**src/rtl/cpu_sequencer.sv**
```systemverilog
// cpu_sequencer
//   Multi-cycle instruction sequencer for the 9-bit core. It owns the PC and
//   the instruction register, fetches through a req/ack port, and steps the
//   datapath through DECODE, EXEC, MEM (loads/stores only) and WB.
//
// Parameters
//   PC_W        program counter width (PC arithmetic wraps modulo 2^PC_W)
//   START_PC    PC loaded on every honoured start
//   HALT_INSTR  encoding that ends the program
//
// Ports
//   clk, reset            clock (rising edge), async active-high reset
//   start                 launch pulse, honoured in IDLE or HALT only
//   imem_req/addr/ack/rdata  instruction fetch port (addr always equals pc)
//   ir                    held instruction, decoded by Control
//   branchFlag, memToRegFlag, memWriteFlag, regWriteFlag  Control decode of ir
//   branch_taken, branch_target  ALU branch result, sampled in EXEC
//   dmem_req/we/ack       data memory handshake
//   reg_we                register-file write strobe (WB only)
//   pc, done, instr_count program counter, halted flag, retired count
//
// Optional feature
//   CPU_SEQ_CYCLE_COUNT_EN adds cycle_count[31:0]: busy cycles (FETCH..WB)
//   since the last honoured start, saturating, frozen in HALT.

module cpu_sequencer #(
   parameter int              PC_W       = 8,
   parameter logic [PC_W-1:0] START_PC   = '0,
   parameter logic [8:0]      HALT_INSTR = 9'h1FF
) (
   input  logic            clk,
   input  logic            reset,
   input  logic            start,
   output logic            imem_req,
   output logic [PC_W-1:0] imem_addr,
   input  logic            imem_ack,
   input  logic [8:0]      imem_rdata,
   output logic [8:0]      ir,
   input  logic            branchFlag,
   input  logic            memToRegFlag,
   input  logic            memWriteFlag,
   input  logic            regWriteFlag,
   input  logic            branch_taken,
   input  logic [PC_W-1:0] branch_target,
   output logic            dmem_req,
   output logic            dmem_we,
   input  logic            dmem_ack,
   output logic            reg_we,
   output logic [PC_W-1:0] pc,
   output logic            done,
`ifdef CPU_SEQ_CYCLE_COUNT_EN
   output logic [31:0]     cycle_count,
`endif
   output logic [15:0]     instr_count
);

   typedef enum logic [2:0] {
      S_IDLE   = 3'd0,
      S_FETCH  = 3'd1,
      S_DECODE = 3'd2,
      S_EXEC   = 3'd3,
      S_MEM    = 3'd4,
      S_WB     = 3'd5,
      S_HALT   = 3'd6
   } state_t;

   state_t            state;
   logic              br_taken_q;
   logic [PC_W-1:0]   br_target_q;
   logic              reg_we_q;

   // Moore outputs straight from the state register; reset forces the state
   // to IDLE asynchronously, so these drop without waiting for an edge.
   assign imem_req  = (state == S_FETCH);
   assign dmem_req  = (state == S_MEM);
   assign done      = (state == S_HALT);
   assign dmem_we   = dmem_req & memWriteFlag;
   assign imem_addr = pc;
   assign reg_we    = reg_we_q;

   always_ff @(posedge clk or posedge reset) begin
      if (reset) begin
         state       <= S_IDLE;
         pc          <= '0;
         ir          <= '0;
         instr_count <= '0;
         br_taken_q  <= 1'b0;
         br_target_q <= '0;
         reg_we_q    <= 1'b0;
`ifdef CPU_SEQ_CYCLE_COUNT_EN
         cycle_count <= '0;
`endif
      end else begin
         // reg_we is registered on entry to WB so it is high exactly during
         // WB without a combinational path from regWriteFlag.
         reg_we_q <= 1'b0;

`ifdef CPU_SEQ_CYCLE_COUNT_EN
         if (state inside {S_FETCH, S_DECODE, S_EXEC, S_MEM, S_WB} &&
             cycle_count != 32'hFFFF_FFFF)
            cycle_count <= cycle_count + 32'd1;
`endif

         case (state)
            S_IDLE, S_HALT: begin
               if (start) begin
                  pc          <= START_PC;
                  instr_count <= '0;
                  state       <= S_FETCH;
`ifdef CPU_SEQ_CYCLE_COUNT_EN
                  cycle_count <= '0;
`endif
               end
            end
            S_FETCH: begin
               if (imem_ack) begin
                  ir    <= imem_rdata;
                  state <= S_DECODE;
               end
            end
            S_DECODE: begin
               state <= (ir == HALT_INSTR) ? S_HALT : S_EXEC;
            end
            S_EXEC: begin
               br_taken_q  <= branch_taken;
               br_target_q <= branch_target;
               if (memToRegFlag || memWriteFlag) begin
                  state <= S_MEM;
               end else begin
                  state    <= S_WB;
                  reg_we_q <= regWriteFlag;
               end
            end
            S_MEM: begin
               if (dmem_ack) begin
                  state    <= S_WB;
                  reg_we_q <= regWriteFlag;
               end
            end
            S_WB: begin
               pc <= (branchFlag && br_taken_q) ? br_target_q
                                                : pc + {{(PC_W-1){1'b0}}, 1'b1};
               if (instr_count != 16'hFFFF)
                  instr_count <= instr_count + 16'd1;
               state <= S_FETCH;
            end
            default: state <= S_IDLE;
         endcase
      end
   end

endmodule

```
**config.mk**
```make
export PLATFORM = sky130hd
export DESIGN_NAME = cpu_sequencer
export DESIGN_NICKNAME = d
export VERILOG_FILES = /design/src/rtl/cpu_sequencer.sv
export SDC_FILE = /design/constraint.sdc
export NUM_CORES = 1
export LEC_CHECK = 0
export ABC_CLOCK_PERIOD_IN_PS = 2000
export BUFFER_PORTS_ARGS = -buffer_cell sky130_fd_sc_hd__clkbuf_2
export CAP_MARGIN = 15
export CORE_ASPECT_RATIO = 1.75
export CORE_MARGIN = 10
export CORE_UTILIZATION = 30
export CTS_CLUSTER_DIAMETER = 150
export DETAILED_ROUTE_END_ITERATION = 12
export GPL_TIMING_DRIVEN = 1
export RECOVER_POWER = 100
export SLEW_MARGIN = 0
export SYNTH_ARGS = -nofsm -noshare
export SYNTH_HDL_FRONTEND = slang
export SYNTH_SLANG_ARGS = --single-unit
```
**constraint.sdc**
```tcl
create_clock -name clk -period 2 [get_ports clk]
set_input_delay 0.4 -clock clk [delete_from_list [all_inputs] [get_ports clk]]
set_output_delay 0.4 -clock clk [all_outputs]
set_load 0.02 [all_outputs]
```
==> After elaboration in Yosys (flattened, before gate mapping) <==
Index checks and enable logic that the tools add are counted.
{ "op_classes": {"reduce_logical": 9, "n_eq_ne": 12, "n_mux": 15, "bitwise": 1, "n_addsub": 2} }
{ "op_table": {"columns": ["operator", "n"], "rows": [
  ["$mux W16", 2],
  ["$pmux W16 S2", 1],
  ["$pmux W3 S6", 1],
  ["$add A16 B1 Y16 const B", 1],
  ["$mux W8", 2],
  ["$ne A16 B16 Y1 const B", 1],
  ["$pmux W8 S2", 1],
  ["$mux W3", 4],
  ["$eq A3 B3 Y1 const B", 3],
  ["$eq A9 B9 Y1 const B", 1],
  ["$add A8 B1 Y8 const B", 1],
  ["$eq A3 B2 Y1 const B", 2],
  ["$reduce_and A3 Y1", 2],
  ["$ne A2 B1 Y1 const B", 2],
  ["$ne A2 B2 Y1 const B", 2],
  ["$reduce_and A2 Y1", 2],
  ["$eq A3 B1 Y1 const B", 1],
  ["$logic_not A3 Y1", 1],
  ["$mux W1", 3],
  ["$pmux W1 S2", 1],
  ["$reduce_bool A2 Y1", 1],
  ["$reduce_or A2 Y1", 1],
  ["$and A1 B1 Y1", 1],
  ["$logic_and A1 B1 Y1", 1],
  ["$logic_or A1 B1 Y1", 1]
]} }
{ "totals": {"word_cells": 46, "in_bits": 27, "regBits": 46, "output_inout_bits": 46} }

==> Logic depth before layout (Yosys ltp) <==
Gate-level depths: netlist of run 1.
{ "logic_depth": {"depth_word": 4, "ltp_mapped": 7, "ltp_nobuf": 6} }

==> Least setup slack after synthesis of run 1 <==
No wires, ideal clock.
{ "synth_path": {"path_kind": "flip-flop to output port", "startpoint": "reg state[2]", "endpoint": "out dmem_we", "required_ns": 1.600, "t_arrival_ns": 1.683, "n_path_buf": 1, "stages_incl_launch_ff": 4, "path_slack_ns": -0.083, "cell_sequence": "dfrtp_1 -> clkbuf_1 -> nor3b_1 -> and2_1"} }
{ "synth_via": {"elab_chain_cells": 2} }
{ "synth_lines": {"columns": ["item", "line_no", "rtl"], "rows": [
  ["start, declared", "67", "state_t state;"],
  ["start signal, assigned", "122", "state <= (ir == HALT_INSTR) ? S_HALT : S_EXEC;"],
  ["$eq A3 B3 Y1", "75", "assign dmem_req = (state == S_MEM);"],
  ["via dmem_req", "45", "output logic dmem_req,"],
  ["$and A1 B1 Y1", "77", "assign dmem_we = dmem_req & memWriteFlag;"],
  ["end, declared", "46", "output logic dmem_we,"]
]} }
The timed path passes the listed nets, and every way through them passes these cells.

==> Worst setup path after layout of run 1 <==
{ "layout_path": {"startpoint": "reg state[1]", "endpoint": "out dmem_we"} }
{ "layout_via": {"elab_chain_cells": 2} }
{ "layout_lines": {"columns": ["item", "line_no"], "rows": [
  ["$eq A3 B3 Y1", "75"],
  ["$and A1 B1 Y1", "77"]
]} }
No other way between the ends.

==> results of run 1 <==
## worst max-delay path: cells and delay by family (launching register included)
kind / cells / cell delay (ps)
buffers and inverters: 2 / 350
flip-flops: 1 / 440
AND/OR/NAND/NOR: 2 / 350
## cell families after synthesis
kind of cell	after synthesis	synth area share, %
AOI/OAI and AO/OA	65	18.5
xor gates and xnor gates	1	0.360
muxes	20	9.19
and+or+nand+nor	81	18.8
DFF	46	47.3
adders and majority gates	2	1.03
buffers and inverters	22	4.83
## flip-flops by register name, summed over array words and instances, names as in the netlist
| register | count |
|---|---|
| br_taken_q | 1 |
| br_target_q | 8 |
| imem_addr | 8 |
| instr_count | 16 |
| ir | 9 |
| reg_we | 1 |
| state | 3 |
## metrics by stage
step | cells | instance area, µm² | utilization, %
after global placement | 394 | 2910 | 36.8
after floorplan | 237 | 2440 | -
after CTS | 401 | 3080 | 38.9
after global routing | 401 | 3010 | 38.1
after detailed placement | 394 | 2910 | 36.8
final | 401 | 3010 | 38.1
## power breakdown
group | switching [mW] | internal (mW)
combinational | 1.09 | 0.652
sequential | 0.342 | 1.28
clock | 0.343 | 0.617
## layout by cell type, fill, tap and decap left out, types with 6 or more instances in the layout
master | Yosys | routed
nand2_1 | 13 | 13
nand3_1 | 7 | 7
o21ai_0 | 8 | 16
mux2_1 | 9 | 9
a31oi_1 | 6 | 6
clkbuf_1 | 6 | 46
o21ai_1 | 14 | 6
clkbuf_2 | 0 | 28
and3_1 | 6 | 6
dfrtp_1 | 46 | 45
nor3_1 | 8 | 8
a21oi_1 | 11 | 11
buf_4 | 8 | 11
nor2_1 | 17 | 17
mux2_2 | 10 | 10
## final timing paths
check | startpoint | slack [ps] | end
setup / recovery | state[1] | 170 | dmem_we
hold / removal | imem_rdata[0] | 330 | ir[0]
setup reg to reg | instr_count[0] | 260 | instr_count[3]
hold reg to reg | br_taken_q | 500 | br_taken_q
max in group asynchronous | reset | 770 | state[2]
min in group asynchronous | reset | 460 | instr_count[3]
## metal layers
metal | up-vias | routed length [µm] | share of wire, % | track usage [%]
met2 | 47 | 3650 | 55 | 19.9
met4 | 0 | 96 | 1.5 | 4.73
li1 | 1021 | - | - | -
met3 | 4 | 415 | 6.3 | 3.71
met1 | 1016 | 2450 | 37 | 11.3
met5 | - | 0 | 0 | 0
## area by class of cell
class                   count  area [µm²]
well taps                  90         113
inverters                   4        15.0
clock buffers               6         139
fillers                   820        4900
repair buffers             85         395
flip-flops and latches     46        1150
multi-input cells         169        1170
clock inverters             1        30.0
==> results.sh, run 1 <==
export IMPL_start_util_pct=30.8
export IMPL_final_period_utilization_pct=91.5
export IMPL_synthesis_area_um2=2440
export IMPL_die_height_um=139
export IMPL_grt_usage_pct=11.2
export IMPL_synth_top_area_share_pct=47.3
export IMPL_dp_hpwl_um=5100
export IMPL_hp_class="input port to flip-flop"
export IMPL_io_pins=73
export IMPL_antenna_diode_count=0
export IMPL_arrival_ps=1430
export IMPL_setup_ws_ps=171
export IMPL_syn2layout_area_growth_pct=23.6
export IMPL_drv_cap=0
export IMPL_clock_path_buffers=2
export IMPL_critPathMaxFanout=8
export IMPL_cts_setup_buffers=0
export IMPL_wl_per_cell_um=16.5
export IMPL_clock_latency_ps=290
export IMPL_yosys_cell_count_top_type="dfrtp_1"
export IMPL_drc=0
export IMPL_reg2regPathDepth=6
export IMPL_vias_per_cell=5.21
export IMPL_yosysWarnings=0
export IMPL_clock_skew_ps=4.72
export IMPL_ys_seq_area_share_pct=47.3
export IMPL_hold_worst_slack_ps=326
export IMPL_dieArea_um2=12300
export IMPL_clk_pin_slew_ps=60
export IMPL_syn_instance_count=237
export IMPL_ys_ff_latch=46
export IMPL_finalSetupTns_ps=0
export IMPL_root_buffer="clkbuf_16"
export IMPL_wirelength_um=6610
export IMPL_leakagePower_nw=1.28
export IMPL_cts_resized=0
export IMPL_min_period_ps=1830
export IMPL_synth_nets=266
export IMPL_drive_gt1_share_pct=21.5
export IMPL_ant_nets=0
export IMPL_tightest_slew_ps=1150
export IMPL_drtIter0Drc=88
export IMPL_clock_sinks=46
export IMPL_portBuffers=72
export IMPL_endpoint_kind="output port"
export IMPL_slowest_stage="dfrtp_1"
export IMPL_grt_max_degree=47
export IMPL_finalNetCount=340
export IMPL_synth_cell_type_count=48
export IMPL_cts_made_buffers=5
export IMPL_finalSetupViolCount=0
export IMPL_coreArea_um2=7910
export IMPL_synth_edf_count=0
export IMPL_synth_top_area_cell="dfrtp_1"
export IMPL_gp_congestion=0.797
export IMPL_post_place_ws_ps=172
export IMPL_synth_commonest_cells="dfrtp_1, nor2_1, o21ai_1"
export IMPL_syn_area_per_cell_um2=10.3
export IMPL_cts_tree="built"
export IMPL_holdBufCountCts=0
export IMPL_required_ps=1600
export IMPL_synthArstFlopShare_pct=100
export IMPL_fmax_ghz=0.547
export IMPL_slew_violations=0
export IMPL_antenna_found_initial=0
export IMPL_num_rows=43
export IMPL_outcome="finished clean"
export IMPL_setup_worst_path_class="flip-flop to output port"
export IMPL_gr_total_overflow=0
export IMPL_die_w_um=88.1
export IMPL_vdd_ir_drop_worst_mv=0.673
export IMPL_drtPass1Iterations=4
export IMPL_yosys_top_cells_area="dfrtp_1, mux2_2, mux2_1, o21ai_1, nor2_1"
export IMPL_p_per_area_nw_per_um2=1440
export IMPL_vias=2088
export IMPL_htreeDepth=2
export IMPL_cp_slowest_stage_delay_ps=440
export IMPL_power_total_mw=4.32
export IMPL_grt_pass1_wl_um=10900
export IMPL_maxSlewHeadroom_pct=23.0
export IMPL_hold_viol_final=0
export IMPL_first_global_vias=2206
export IMPL_worstSetupStartpointType="flip-flop"
export IMPL_min_path_cells=2
export IMPL_synth_flop_cell="dfrtp_1"
export IMPL_crit_chain="buf_4 > nor3b_2 > and2_1 > clkbuf_2"
export IMPL_rsz0062_at_grt="no"
Note: power is estimated with default switching activity, not from simulation.
==> inputs of run 2 (changes only) <==
--- a/config.mk
+++ b/config.mk
@@ -14,7 +14,7 @@
 export CTS_CLUSTER_DIAMETER = 150
 export DETAILED_ROUTE_END_ITERATION = 12
 export GPL_TIMING_DRIVEN = 1
-export RECOVER_POWER = 100
+export RECOVER_POWER = 25
 export SLEW_MARGIN = 0
 export SYNTH_ARGS = -nofsm -noshare
 export SYNTH_HDL_FRONTEND = slang
==> run 2 against run 1 <==
Net effect: worst hold slack worse by 2.6 ps; fmax is 0.33% lower; clock power is 0.7% higher; final cell count is the same; sequential share of layout area shrank 0.81 points; global-route usage unchanged; critical path depth is the same; largest cell class unchanged; non-clock buffer count stayed put; power grew 2.4%; critical path type unchanged; first-iteration DRC count increased by 27%.
==> results.sh, run 2 (synthesis gave the netlist of run 1 again) <==
export IMPL_cp_slowest_stage_delay_ps=440
export IMPL_regMostFlops="instr_count"
export IMPL_power_total_mw=4.43
export IMPL_antenna_found_initial=0
export IMPL_vdd_ir_drop_worst_mv=0.686
export IMPL_rsz0062_at_grt="no"
export IMPL_cts_made_buffers=5
export IMPL_holdBufCountCts=0
export IMPL_hp_class="input port to flip-flop"
export IMPL_drive_gt1_share_pct=36.3
export IMPL_die_w_um=88.1
export IMPL_grt_usage_pct=11.2
export IMPL_clock_sinks=46
export IMPL_syn2layout_area_growth_pct=26.3
export IMPL_layout_commonest_cell="clkbuf_2"
export IMPL_hp_start="imem_rdata[3]"
export IMPL_vias=2077
export IMPL_htreeDepth=2
export IMPL_leakagePower_nw=1.43
export IMPL_cp_num_cells=4
export IMPL_reg_top3="instr_count: 16 flops, ir: 9 flops"
export IMPL_outcome="finished clean"
export IMPL_dp_hpwl_um=5100
export IMPL_crit_start="state[1]"
export IMPL_maxSlewHeadroom_pct=23.1
export IMPL_clk_pin_slew_ps=60
export IMPL_gr_total_overflow=0
export IMPL_setup_worst_path_class="flip-flop to output port"
export IMPL_critPathMaxFanout=8
export IMPL_start_util_pct=30.8
export IMPL_place_area_um2=2910
export IMPL_finalSetupTns_ps=0
export IMPL_slew_violations=0
export IMPL_io_pins=73
export IMPL_worstSetupStartpointType="flip-flop"
export IMPL_arrival_ps=1440
export IMPL_num_rows=43
export IMPL_reg2regPathDepth=5
export IMPL_required_ps=1600
export IMPL_vias_per_cell=5.18
export IMPL_portBuffers=72
export IMPL_grt_max_degree=47
export IMPL_ant_nets=0
export IMPL_coreArea_um2=7910
export IMPL_drtPass1Iterations=5
export IMPL_drc=0
export IMPL_largest_reg_flops=16
export IMPL_clock_path_buffers=2
export IMPL_grt_pass1_wl_um=10900
export IMPL_p_per_area_nw_per_um2=1440
export IMPL_slowest_stage="dfrtp_1"
export IMPL_drtIter0Drc=112
export IMPL_final_period_utilization_pct=91.8
export IMPL_clock_latency_ps=290
export IMPL_min_path_cells=2
export IMPL_wl_per_cell_um=16.5
export IMPL_crit_family="flip-flops"
export IMPL_dieArea_um2=12300
export IMPL_endpoint_kind="output port"
export IMPL_hold_viol_final=0
export IMPL_tightest_slew_ps=1150
export IMPL_die_height_um=139
export IMPL_crit_chain="buf_4 > nor3b_2 > and2_1 > clkbuf_2"
export IMPL_clock_skew_ps=6.27
export IMPL_finalNetCount=340
export IMPL_fmax_ghz=0.545
export IMPL_timing_rr_start="state[1]"
export IMPL_path_buf_inv=2
export IMPL_finalSetupViolCount=0
export IMPL_min_period_ps=1840
export IMPL_root_buffer="clkbuf_16"
export IMPL_drv_cap=0
export IMPL_gp_congestion=0.797
export IMPL_antenna_diode_count=0
export IMPL_wirelength_um=6600
export IMPL_final_cell_mix="clkbuf_2, dfrtp_1, nor2_1"
export IMPL_cts_tree="built"
export IMPL_first_global_vias=2206
export IMPL_design_area_um2=3080
==> run 2: cell types whose count changed in the layout (fill, tap and decap cells not counted), sizes merged <==
cell    change
clkbuf      -1
buf         +1
==> run 2: path summary, 6_finish.rpt <==
kind                       slack [ps]         endpoint
setup / recovery                  160          dmem_we
hold / removal                    320            ir[3]
setup reg to reg                  250  instr_count[13]
hold reg to reg                   500       br_taken_q
max in group asynchronous         770         state[2]
min in group asynchronous         450   instr_count[3]
==> run 2: worst reg2reg max path: cells and delay by family, from the launching register on <==
family	cells	cell delay, ps
AOI/OAI and AO/OA	4	950
DFF	1	440
and+or+nand+nor	1	220
==> run 2: where the power goes <==
part           leakage, nW  internal [mW]  switching, mW  total (mW)
sequential           0.589           1.28          0.345        1.62
combinational        0.762          0.740           1.10        1.84
clock               0.0829          0.617          0.350       0.967
==> run 2: metrics by stage <==
stage	setup WS, ps	utilization [%]	std cells	hold slack [ps]
floorplan	175	-	237	471
global placement	248	36.8	394	478
detailed placement	172	36.8	394	487
CTS	48.0	38.9	401	273
global route	78.7	38.9	401	331
finish	165	38.9	401	324
==> run 2: layout make-up <==
type	count	area [µm²]
Fill cell	799	4830
Multi-Input combinational cell	169	1170
Sequential cell	46	1150
Timing Repair Buffer	85	455
Clock buffer	6	139
Tap cell	90	113
Clock inverter	1	30.0
Inverter	4	15.0
==> run 2: timing repair <==
item	CTS	global route
buffers inserted	0	0
resized for setup	0	1
endpoints found under the setup margin	0	2
==> run 2: metal layers <==
| metal | share of wire, % | global-route usage, % | vias up | routed length (µm) |
|---|---|---|---|---|
| li1 | - | - | 1017 | - |
| met1 | 37 | 11.3 | 1006 | 2440 |
| met3 | 6.4 | 3.71 | 6 | 422 |
| met2 | 55 | 19.9 | 48 | 3630 |
| met5 | 0 | 0 | - | 0 |
| met4 | 1.7 | 4.73 | 0 | 115 |
==> inputs of run 3 (changes only) <==
--- a/config.mk
+++ b/config.mk
@@ -10,10 +10,11 @@
 export CAP_MARGIN = 15
 export CORE_ASPECT_RATIO = 1.75
 export CORE_MARGIN = 10
-export CORE_UTILIZATION = 30
+export CORE_UTILIZATION = 51
 export CTS_CLUSTER_DIAMETER = 150
 export DETAILED_ROUTE_END_ITERATION = 12
 export GPL_TIMING_DRIVEN = 1
+export PLACE_DENSITY = 0.79
 export RECOVER_POWER = 25
 export SLEW_MARGIN = 0
 export SYNTH_ARGS = -nofsm -noshare
==> run 3 against run 2 <==
Net effect: non-clock buffer count fell by 7; critical path depth unchanged; first-iteration DRC count increased by 46%; worst hold slack got worse by 6.1 ps; clock power decreased by 40%; sequential power hardly changed; clock skew rose by 3.1 ps; register-to-register slack got worse by 60 ps; count of clock-buffer cells in the layout is 1 higher; power is 10% lower; via count fell by 0.14%; worst setup slack worse by 0.87 ps; largest power group unchanged.
==> results.sh, run 3 (synthesis gave the netlist of run 1 again) <==
export IMPL_outcome="finished clean"
export IMPL_ant_nets=0
export IMPL_final_period_utilization_pct=91.8
export IMPL_regMostFlops="instr_count"
export IMPL_maxSlewHeadroom_pct=24.9
export IMPL_gp_congestion=0.797
export IMPL_gr_total_overflow=0
export IMPL_cp_slowest_stage_delay_ps=400
export IMPL_portBuffers=72
export IMPL_largest_reg_flops=16
export IMPL_drtPass1Iterations=4
export IMPL_required_ps=1600
export IMPL_finalSetupTns_ps=0
export IMPL_cts_made_buffers=5
export IMPL_crit_family="flip-flops"
export IMPL_setup_ws_ps=164
export IMPL_critPathMaxFanout=10
export IMPL_post_place_ws_ps=188
export IMPL_reg_top3="instr_count: 16 flops, ir: 9 flops"
export IMPL_vias_per_cell=5.81
export IMPL_final_cell_mix="clkbuf_2, dfrtp_1, nor2_1"
export IMPL_rsz0062_at_grt="no"
export IMPL_grt_usage_pct=14.6
export IMPL_worstSetupStartpointType="flip-flop"
export IMPL_grt_pass1_wl_um=9840
export IMPL_die_w_um=72.2
export IMPL_clock_path_buffers=2
export IMPL_endpoint_kind="output port"
export IMPL_layout_commonest_cell="clkbuf_2"
export IMPL_num_rows=33
export IMPL_multi_input_area_um2=1170
export IMPL_drc=0
export IMPL_antenna_found_initial=0
export IMPL_drtIter0Drc=163
export IMPL_clock_skew_ps=9.34
export IMPL_arrival_ps=1440
export IMPL_clk_pin_slew_ps=80
export IMPL_slew_violations=0
export IMPL_vdd_ir_drop_worst_mv=0.896
export IMPL_finalNetCount=333
export IMPL_clock_latency_ps=300
export IMPL_first_global_vias=2109
export IMPL_place_area_um2=2810
export IMPL_drv_cap=0
export IMPL_fin_util_pct=62.1
export IMPL_grt_max_degree=47
export IMPL_fmax_ghz=0.545
export IMPL_htreeDepth=2
export IMPL_syn2layout_area_growth_pct=19.0
export IMPL_antenna_diode_count=0
export IMPL_leakagePower_nw=1.37
export IMPL_wirelength_um=5930
export IMPL_dp_hpwl_um=4590
export IMPL_tightest_slew_ps=1130
export IMPL_dieArea_um2=8050
export IMPL_drive_gt1_share_pct=34.8
export IMPL_setup_worst_path_class="flip-flop to output port"
export IMPL_coreArea_um2=4670
export IMPL_finalSetupViolCount=0
export IMPL_vias=2074
export IMPL_slowest_stage="dfrtp_1"
export IMPL_hold_viol_final=0
export IMPL_min_period_ps=1840
export IMPL_clock_sinks=46
export IMPL_io_pins=73
export IMPL_fill_cells=417
export IMPL_p_per_area_nw_per_um2=1380
export IMPL_design_area_um2=2900
export IMPL_path_buf_inv=2
export IMPL_hp_class="input port to flip-flop"
export IMPL_wl_per_cell_um=16.6
export IMPL_holdBufCountCts=0
export IMPL_root_buffer="clkbuf_8"
export IMPL_crit_chain="buf_4 > nor3b_2 > and2_1 > clkbuf_2"
export IMPL_die_height_um=111
export IMPL_start_util_pct=52.2
export IMPL_cts_tree="built"
export IMPL_seq_area_um2=1150
run 3: layout make-up:
type | instances | area share, %
clock buffer | 7 | 2.98
clock inverter | 1 | 0.173
inverter | 4 | 0.518
multi-input combinational | 169 | 40.4
sequential | 46 | 39.7
tap | 52 | 2.24
timing repair buffer | 78 | 13.9
run 3: through the flow:
step,hold WS (ps),total power [mW],std cells
final,318,3.99,357
after global routing,318,4.28,357
after detailed placement,494,3.45,349
after global placement,481,3.39,349
after floorplan,471,2.91,237
after CTS,244,4.03,357
run 3: metal layers:
metal  global-route usage (%)  share of wire [%]
met2                     26.2                 55
met4                     4.80                1.1
met1                     14.8                 37
met3                     5.42                7.7
met5                        0                  0
run 3: report_power, final:
| part | internal [mW] | switching, mW | total (mW) |
|---|---|---|---|
| registers | 1.27 | 0.359 | 1.63 |
| clock network | 0.279 | 0.302 | 0.581 |
| logic | 0.708 | 1.07 | 1.77 |
| total | 2.26 | 1.73 | 3.99 |
run 3: path summary, 6_finish.rpt:
check / from / to / slack [ps] / depth (start not counted)
worst max register to register: state[1] / instr_count[10] / 190 / 4
worst min register to register: br_taken_q / br_taken_q / 510 / 1
worst min-delay path: imem_rdata[0] / ir[0] / 320 / 2
max in group asynchronous: reset / state[2] / 800 / 3
min in group asynchronous: reset / instr_count[1] / 440 / 3
worst max-delay path: state[0] / dmem_we / 160 / 4
run 3: timing repair:
action | in CTS | in global routing
resized for setup | 0 | 1
endpoints found under the setup margin | 0 | 4
buffers inserted | 0 | 0
run 3: worst register-to-register path: stages, from the launching register on:
cell and delay, ps:
dfrtp_1 510, nand2b_1 270, o31ai_4 360, o21ai_4 170
a221o_1 390
